### src/rtl/local_sp_arbiter_if.sv
// rtl/local_sp_arbiter_if.sv - request, response and bank signals of the scratchpad arbiter
interface local_sp_arbiter_if #(
  parameter int DataWidth    = 256,
  parameter int AddressWidth = 11
);
  logic                    wr_valid;
  logic                    wr_ready;
  logic [AddressWidth-1:0] wr_addr;
  logic [DataWidth-1:0]    wr_data;
  logic                    rd_req_valid;
  logic                    rd_req_ready;
  logic [AddressWidth-1:0] rd_req_addr;
  logic                    rd_resp_valid;
  logic                    rd_resp_ready;
  logic [DataWidth-1:0]    rd_resp_data;
  logic [AddressWidth-1:0] mem_address0;
  logic                    mem_ce0;
  logic                    mem_we0;
  logic [DataWidth-1:0]    mem_d0;
  logic [DataWidth-1:0]    mem_q0;
  logic                    idle;

  modport slave (
    input  wr_valid, wr_addr, wr_data, rd_req_valid, rd_req_addr, rd_resp_ready, mem_q0,
    output wr_ready, rd_req_ready, rd_resp_valid, rd_resp_data,
    output mem_address0, mem_ce0, mem_we0, mem_d0, idle
  );

  modport master (
    output wr_valid, wr_addr, wr_data, rd_req_valid, rd_req_addr, rd_resp_ready, mem_q0,
    input  wr_ready, rd_req_ready, rd_resp_valid, rd_resp_data,
    input  mem_address0, mem_ce0, mem_we0, mem_d0, idle
  );
endinterface

### src/rtl/local_sp_arbiter.sv
// rtl/local_sp_arbiter.sv - single-port scratchpad arbiter: round-robin write/read issue, read latency tracking, credited response FIFO
module local_sp_arbiter #(
  parameter int DataWidth    = 256,
  parameter int AddressWidth = 11,
  parameter int RdLatency    = 2,
  parameter int RespDepth    = 4
) (
  input  logic              clk,
  input  logic              reset_n,
  local_sp_arbiter_if.slave bus
);
  localparam int PtrWidth = $clog2(RespDepth);
  localparam int CntWidth = PtrWidth + 1;
  localparam logic [CntWidth-1:0] CreditMax = CntWidth'(RespDepth);

  typedef enum logic {LAST_WRITE, LAST_READ} last_grant_e;

  last_grant_e             r_last_grant;
  last_grant_e             w_last_grant_nxt;
  logic                    w_rd_eligible;
  logic                    w_wr_grant;
  logic                    w_rd_grant;
  logic [CntWidth-1:0]     r_credits;
  logic                    r_ce;
  logic                    r_we;
  logic [AddressWidth-1:0] r_addr;
  logic [DataWidth-1:0]    r_d0;
  logic                    w_rd_issue;
  logic [RdLatency-1:0]    r_rd_pipe;
  logic                    r_cap_valid;
  logic [DataWidth-1:0]    r_cap_data;
  logic [DataWidth-1:0]    r_fifo [RespDepth];
  logic [CntWidth-1:0]     r_wptr;
  logic [CntWidth-1:0]     r_rptr;
  logic [CntWidth-1:0]     w_count;
  logic [CntWidth-1:0]     w_count_nxt;
  logic                    r_resp_valid;
  logic                    w_push;
  logic                    w_pop;

  // Credits cover every read from grant until its FIFO pop, so a push can never find the FIFO full.
  assign w_rd_eligible = bus.rd_req_valid && (r_credits < CreditMax);

  always_comb begin
    w_wr_grant       = 1'b0;
    w_rd_grant       = 1'b0;
    w_last_grant_nxt = r_last_grant;
    if (reset_n) begin
      if (bus.wr_valid && w_rd_eligible) begin
        if (r_last_grant == LAST_WRITE) w_rd_grant = 1'b1;
        else                            w_wr_grant = 1'b1;
      end else begin
        w_wr_grant = bus.wr_valid;
        w_rd_grant = w_rd_eligible;
      end
    end
    if (w_wr_grant)      w_last_grant_nxt = LAST_WRITE;
    else if (w_rd_grant) w_last_grant_nxt = LAST_READ;
  end

  always_ff @(posedge clk or negedge reset_n) begin
    if (!reset_n) r_last_grant <= LAST_WRITE;
    else          r_last_grant <= w_last_grant_nxt;
  end

  always_ff @(posedge clk or negedge reset_n) begin
    if (!reset_n) begin
      r_ce   <= 1'b0;
      r_we   <= 1'b0;
      r_addr <= '0;
      r_d0   <= '0;
    end else begin
      r_ce <= w_wr_grant | w_rd_grant;
      r_we <= w_wr_grant;
      if (w_wr_grant) begin
        r_addr <= bus.wr_addr;
        r_d0   <= bus.wr_data;
      end else if (w_rd_grant) begin
        r_addr <= bus.rd_req_addr;
      end
    end
  end

  // The valid pipe mirrors the bank's output pipeline; its tail marks the cycle q0 is valid.
  assign w_rd_issue = r_ce & ~r_we;
  assign w_push     = r_cap_valid;
  assign w_pop      = r_resp_valid & bus.rd_resp_ready;
  assign w_count    = r_wptr - r_rptr;
  assign w_count_nxt = w_count + CntWidth'(w_push) - CntWidth'(w_pop);

  always_ff @(posedge clk or negedge reset_n) begin
    if (!reset_n) begin
      r_rd_pipe    <= '0;
      r_cap_valid  <= 1'b0;
      r_wptr       <= '0;
      r_rptr       <= '0;
      r_resp_valid <= 1'b0;
      r_credits    <= '0;
    end else begin
      r_rd_pipe    <= RdLatency'({r_rd_pipe, w_rd_issue});
      r_cap_valid  <= r_rd_pipe[RdLatency-1];
      r_wptr       <= r_wptr + CntWidth'(w_push);
      r_rptr       <= r_rptr + CntWidth'(w_pop);
      r_resp_valid <= (w_count_nxt != '0);
      r_credits    <= r_credits + CntWidth'(w_rd_grant) - CntWidth'(w_pop);
    end
  end

  always_ff @(posedge clk) begin
    if (r_rd_pipe[RdLatency-1]) r_cap_data <= bus.mem_q0;
    if (w_push)                 r_fifo[r_wptr[PtrWidth-1:0]] <= r_cap_data;
  end

  assign bus.wr_ready      = w_wr_grant;
  assign bus.rd_req_ready  = w_rd_grant;
  assign bus.rd_resp_valid = r_resp_valid;
  assign bus.rd_resp_data  = r_fifo[r_rptr[PtrWidth-1:0]];
  assign bus.mem_address0  = r_addr;
  assign bus.mem_ce0       = r_ce;
  assign bus.mem_we0       = r_we;
  assign bus.mem_d0        = r_d0;
  assign bus.idle          = !r_ce && (r_credits == '0);
endmodule

### src/flat_wrapper.sv
// flat-port wrapper written by rule: the top's interface ports become plain ports
module local_sp_arbiter_flat 
#(
  parameter int DataWidth    = 256,
  parameter int AddressWidth = 11,
  parameter int RdLatency    = 2,
  parameter int RespDepth    = 4
)
  (clk, reset_n, bus_wr_valid, bus_wr_addr, bus_wr_data, bus_rd_req_valid, bus_rd_req_addr, bus_rd_resp_ready, bus_mem_q0, bus_wr_ready, bus_rd_req_ready, bus_rd_resp_valid, bus_rd_resp_data, bus_mem_address0, bus_mem_ce0, bus_mem_we0, bus_mem_d0, bus_idle);
  local_sp_arbiter_if #(.DataWidth(DataWidth), .AddressWidth(AddressWidth)) bus_i ();
  input  logic clk;
  input  logic reset_n;
  input wire logic [$bits(bus_i.wr_valid)-1:0] bus_wr_valid;
  input wire logic [$bits(bus_i.wr_addr)-1:0] bus_wr_addr;
  input wire logic [$bits(bus_i.wr_data)-1:0] bus_wr_data;
  input wire logic [$bits(bus_i.rd_req_valid)-1:0] bus_rd_req_valid;
  input wire logic [$bits(bus_i.rd_req_addr)-1:0] bus_rd_req_addr;
  input wire logic [$bits(bus_i.rd_resp_ready)-1:0] bus_rd_resp_ready;
  input wire logic [$bits(bus_i.mem_q0)-1:0] bus_mem_q0;
  output wire logic [$bits(bus_i.wr_ready)-1:0] bus_wr_ready;
  output wire logic [$bits(bus_i.rd_req_ready)-1:0] bus_rd_req_ready;
  output wire logic [$bits(bus_i.rd_resp_valid)-1:0] bus_rd_resp_valid;
  output wire logic [$bits(bus_i.rd_resp_data)-1:0] bus_rd_resp_data;
  output wire logic [$bits(bus_i.mem_address0)-1:0] bus_mem_address0;
  output wire logic [$bits(bus_i.mem_ce0)-1:0] bus_mem_ce0;
  output wire logic [$bits(bus_i.mem_we0)-1:0] bus_mem_we0;
  output wire logic [$bits(bus_i.mem_d0)-1:0] bus_mem_d0;
  output wire logic [$bits(bus_i.idle)-1:0] bus_idle;
  assign bus_i.wr_valid = bus_wr_valid;
  assign bus_i.wr_addr = bus_wr_addr;
  assign bus_i.wr_data = bus_wr_data;
  assign bus_i.rd_req_valid = bus_rd_req_valid;
  assign bus_i.rd_req_addr = bus_rd_req_addr;
  assign bus_i.rd_resp_ready = bus_rd_resp_ready;
  assign bus_i.mem_q0 = bus_mem_q0;
  assign bus_wr_ready = bus_i.wr_ready;
  assign bus_rd_req_ready = bus_i.rd_req_ready;
  assign bus_rd_resp_valid = bus_i.rd_resp_valid;
  assign bus_rd_resp_data = bus_i.rd_resp_data;
  assign bus_mem_address0 = bus_i.mem_address0;
  assign bus_mem_ce0 = bus_i.mem_ce0;
  assign bus_mem_we0 = bus_i.mem_we0;
  assign bus_mem_d0 = bus_i.mem_d0;
  assign bus_idle = bus_i.idle;
  local_sp_arbiter #(.DataWidth(DataWidth), .AddressWidth(AddressWidth), .RdLatency(RdLatency), .RespDepth(RespDepth)) u_core (.clk(clk), .reset_n(reset_n), .bus(bus_i));
endmodule
### config.mk
export PLATFORM = sky130hd
export DESIGN_NAME = local_sp_arbiter_flat
export DESIGN_NICKNAME = d
export VERILOG_FILES = /design/src/rtl/local_sp_arbiter_if.sv /design/src/rtl/local_sp_arbiter.sv /design/src/flat_wrapper.sv
export SDC_FILE = /design/constraint.sdc
export NUM_CORES = 1
export LEC_CHECK = 0
export ABC_AREA = 0
export BUFFER_PORTS_ARGS = -buffer_cell sky130_fd_sc_hd__buf_2
export CORE_AREA = 3 3 415 417
export CTS_BUF_LIST = sky130_fd_sc_hd__clkbuf_4 sky130_fd_sc_hd__clkbuf_8 sky130_fd_sc_hd__clkbuf_16
export CTS_CLUSTER_SIZE = 16
export DETAILED_ROUTE_END_ITERATION = 8
export DIE_AREA = 0 0 418 420
export GPL_TIMING_DRIVEN = 0
export SLEW_MARGIN = 20
export SYNTH_ARGS = -nofsm -noshare
export SYNTH_HDL_FRONTEND = slang
export SYNTH_SLANG_ARGS = --single-unit
export TNS_END_PERCENT = 10
### constraint.sdc
create_clock -name clk -period 24.2 [get_ports clk]
set_input_delay 3.63 -clock clk [delete_from_list [all_inputs] [get_ports clk]]
set_output_delay 3.63 -clock clk [all_outputs]
set_load 0.01 [all_outputs]
After elaboration in Yosys (flattened, before gate mapping). Memories as Yosys holds them, arrays and structs flattened. Cells that the tools add are included.

Input port bits: 539. Logic and storage cells: 44. Memories: 1. Memory bits (writable): 1024. Flip-flop bits (word level): 539.

Bitwise logic cells: 4. Magnitude comparators: 1. Multiplexer cells: 12. Reductions and logical operators: 7. Add/sub/neg operators: 7.

Memories: u_core.r_fifo (depth 4, bits a word 256, read ports 1, clocked after memory_dff 0, wr ports 1, line local_sp_arbiter.sv:32) `logic [DataWidth-1:0] r_fifo [RespDepth];`.

Operator list (number): $mux W11 (2); $add A3 B1 Y3 (4); $mux W1 (10); $sub A3 B1 Y3 (2); $logic_and A1 B1 Y1 (3); $logic_not A3 Y1 (1); $lt A3 B3 Y1 const B (1); $reduce_bool A3 Y1 (1); $sub A3 B3 Y3 (1); $and A1 B1 Y1 (2); $reduce_bool A2 Y1 (1); $logic_not A1 Y1 (1); $not A1 Y1 (1); $or A1 B1 Y1 (1).

Depth between registers and ports, before layout.
Depth after elaboration: 7. Mapped depth: 11. Depth with buffers taken out: 11.

Worst setup path before layout. OpenSTA, ideal clock, no wires.

Kind: flip-flop to flip-flop. Start: register u_core.r_cap_valid. End: memory u_core.r_fifo[0][0] (enable). Path slack: 4.045 ns. Setup time: 1.240 ns. Data arrival time: 18.916 ns. Cell stages (with the launch flop): 2. Required time: 22.960 ns. Period minus slack after synthesis: 20.155 ns. Cells stage by stage: dfrtp_1 -> nor3b_1.

Word-level cells in the longest chain between the ends: 2.

Ends and longest elaborated chain: start, declared (line local_sp_arbiter.sv:30) `logic r_cap_valid;`; start signal, assigned (line local_sp_arbiter.sv:101) `r_cap_valid <= r_rd_pipe[RdLatency-1];`; $mux W1 (line local_sp_arbiter.sv:111) `if (w_push) r_fifo[r_wptr[PtrWidth-1:0]] <= r_cap_data;`; $mux W1 (implied by the code) (line local_sp_arbiter.sv:111); end, declared (line local_sp_arbiter.sv:32).

Every way passes these cells.

Worst setup path in the final report.
Start: input port reset_n. End: output port bus_wr_ready.

Word-level cells in the longest chain between the ends: 1.

Ends and longest elaborated chain: start, declared (line flat_wrapper.sv:12) `input logic reset_n;`; $mux W1 (line local_sp_arbiter.sv:48) `if (reset_n) begin`; end, declared (line flat_wrapper.sv:20) `output wire logic [$bits(bus_i.wr_ready)-1:0] bus_wr_ready;`.

Every way passes these cells.

==> out/results.ini <==
[detailed_routing]
wirelength_microns = 157000
drc = 0
firstDrtPassIters = 5
routedWlPerCell_microns = 26.4
drtIter0Drc = 1866
ant_nets = 0
routed-via-count = 27990
via_per_inst = 4.71

[layout]
layout.cells.non_filler = 5945
drive_gt1_frac = 0.540
final_area_sq_um = 71300
fin_nets = 4130
final_util = 0.421
area.growth.synth_to_final_pct = 26.3

[global_route]
antenna_found_initial = 81
grt_overflow_total = 0
grt_max_degree = 94
first_global_vias = 28955
grt_first_pass_wirelength_microns = 218000
grt_use_total = 0.174

[clock_tree]
cts-resized-gates = 0
clk_pin_slew_ns = 0.05
cts_buffer_depth = 3
cts_tree = built
postCtsSetupBuffers = 0
cts.htree.levels = 4
cts-root-buf = clkbuf_16
cts_inserted_buffers = 162
clkSinkCount = 1563
ctsHoldBuffers = 0
clkLatencyLatePin_ns = 0.80

[sta]
relSlewSlack = 0.422
period_share = 0.401
max_freq_mhz = 103
finalHoldViolations = 0
setup_ws_ns = 14.51
holdWs_ns = 0.355
drv_slew = 0
skew_ns = 0.0539
finalCriticalPeriod_ns = 9.69
max_slew.worst_pin.slew_ns = 0.867
setup_violations = 0
rsz0062_at_grt = no
setup_tns_ns = 0

[synth]
yosys_warnings = 0
synth_top_area_share = 0.681
synthXorXnorAreaFrac = 0.00124
syn_nets = 2821
yosysSeqAreaShare = 0.807
synth_compound_gate_area_share = 0.00475
synth_ff_type = edfxtp_1
synthMuxAreaShare = 0.169
synth_top_family_by_area = multiplexers
synth_cells = 2272
synth_cell_types = 33
yosysTopAreaCell = edfxtp_1
synth_edf_count = 1280
ys_top_cells_by_area = edfxtp_1 (68%), dfrtp_1 (13%), mux4_2 (10%), mux2_4 (6.1%), mux2_2 (0.54%)
ys_ff_latch = 1563
synth_fa_ha_area_frac = 0.00248
synth_area_sq_um = 56400
synth_simple_gate_area_frac = 0.00322
syn_area_per_cell_sq_um = 24.8
ys_async_sr_fraction = 0.181

[floorplan]
design.core.area_sq_um = 169000
pin_count = 1068
design.die.area_sq_um = 176000
chipWidth_microns = 418
die_y_microns = 420
std_cell_rows = 151
start_util = 0.334

[place]
post-place-cells = 5635
dpl_cell_area_sq_um = 65800
io_buffers = 1067
hpwl_microns = 115000
gp_congestion = 0.881
post-place-ws_ns = 14.35

[setup_path]
end_kind = output port
required_ns = 20.57
cp-start-kind = primary input
crit_arrival_ns = 6.06
crit_fanout = 93
crit_type = in -> out

[power]
vdd_drop_max_uv = 75.7
leakage_nw = 26.7
total_power_mw = 8.18
pwr_density_cell_nw_per_um2 = 115

[worst_hold_path]
hold_class = reg -> reg

[status]
status = finished, final reports clean

[flow_run]
cap_violations = 0

==> state kept, by name (all words and copies together), names as in the netlist <==
signal                    count
u_core.bus.mem_address0      11
u_core.bus.mem_ce0            1
u_core.bus.mem_d0           256
u_core.bus.mem_we0            1
u_core.bus.rd_resp_valid      1
u_core.r_cap_data           256
u_core.r_cap_valid            1
u_core.r_credits              3
u_core.r_fifo              1024
u_core.r_last_grant           1
u_core.r_rd_pipe              2
u_core.r_rptr                 3
u_core.r_wptr                 3
==> logic make-up (layout without fill, tap and decap cells) <==
family                   Yosys count  after routing
AO/OA/AOI/OAI                     38             38
XOR/XNOR                           8              8
AND/OR/NAND/NOR                   28             28
buffers and inverters            113           1555
other                              0             13
flip-flops                      1563           1563
adder cells (fa/ha/maj)           10             10
multiplexers                     512            512
==> where the power goes <==
part / leakage (nW) / switching [mW] / internal (mW) / total [mW]
clock network: 2.69 / 1.05 / 1.42 / 2.47
logic: 9.00 / 1.21 / 0.988 / 2.20
registers: 15.0 / 0.177 / 3.33 / 3.51
==> cells in the final DEF (no fill, tap or decap), drive strengths merged, types with 2 or more instances in the layout <==
master / instances
fa: 2
a22oi: 11
mux2: 256
edfxtp: 1280
and3: 13
clkbuf: 228
clkinvlp: 4
clkinv: 57
diode: 13
o21ai: 12
a221oi: 11
xnor2: 5
dfrtp: 283
nor2b: 2
nand2: 3
bufinv: 9
nor2: 4
a21oi: 2
inv: 27
buf: 1230
xor2: 3
mux4: 256
ha: 8
nor3b: 2
==> final cells by class <==
class / instances / area (sq um)
clock inverter: 78 / 871
fill: 14723 / 97800
clock buffer: 219 / 4510
sequential: 1563 / 45500
antenna: 13 / 32.5
multi-input combinational: 596 / 10200
timing repair buffer: 1145 / 6630
inverter: 19 / 71.3
buffer: 94 / 657
tap: 2218 / 2780
==> worst max-delay path: stages <==
cell and delay [ns]:
buf_8 0.20, buf_16 0.37, buf_16 0.38, nand2_1 0.22, nor2_4 0.32, buf_6 0.22, buf_6 0.22, buf_2 0.28
==> cells in the mapped netlist, types with 12 or more instances <==
master and number:
edfxtp_1 1280, dfrtp_1 283, mux4_2 256, mux2_4 229, buf_2 27, mux2_2 27
buf_1 23, inv_1 19, buf_6 15, and3_1 13, o21ai_0 12
==> metal layers <==
layer  track usage  vias up  wire [microns]
li1              -    12012               -
met1         0.183    14532           53800
met2         0.312     1049           83500
met3        0.0536      381           11000
met4        0.0902       16            8770
met5             0        -             110
==> final timing paths <==
path	startpoint	end	depth (start not counted)	slack, ns
worst max register to register	u_core.r_wptr[0]$_DFF_PN0_	u_core.r_fifo[0][100]$_DFFE_PP_	10	21.19
worst min register to register	u_core.r_rd_pipe[0]$_DFF_PN0_	u_core.r_rd_pipe[1]$_DFF_PN0_	0	0.36
min in group asynchronous	reset_n	u_core.bus.mem_d0[176]$_DFFE_PN0P_	1	2.68
worst min-delay path	u_core.r_rd_pipe[0]$_DFF_PN0_	u_core.r_rd_pipe[1]$_DFF_PN0_	0	0.36
worst max-delay path	reset_n	bus_wr_ready	8	14.51
max in group asynchronous	reset_n	u_core.r_rd_pipe[1]$_DFF_PN0_	4	19.73
(Power assumes the default switching activity.)
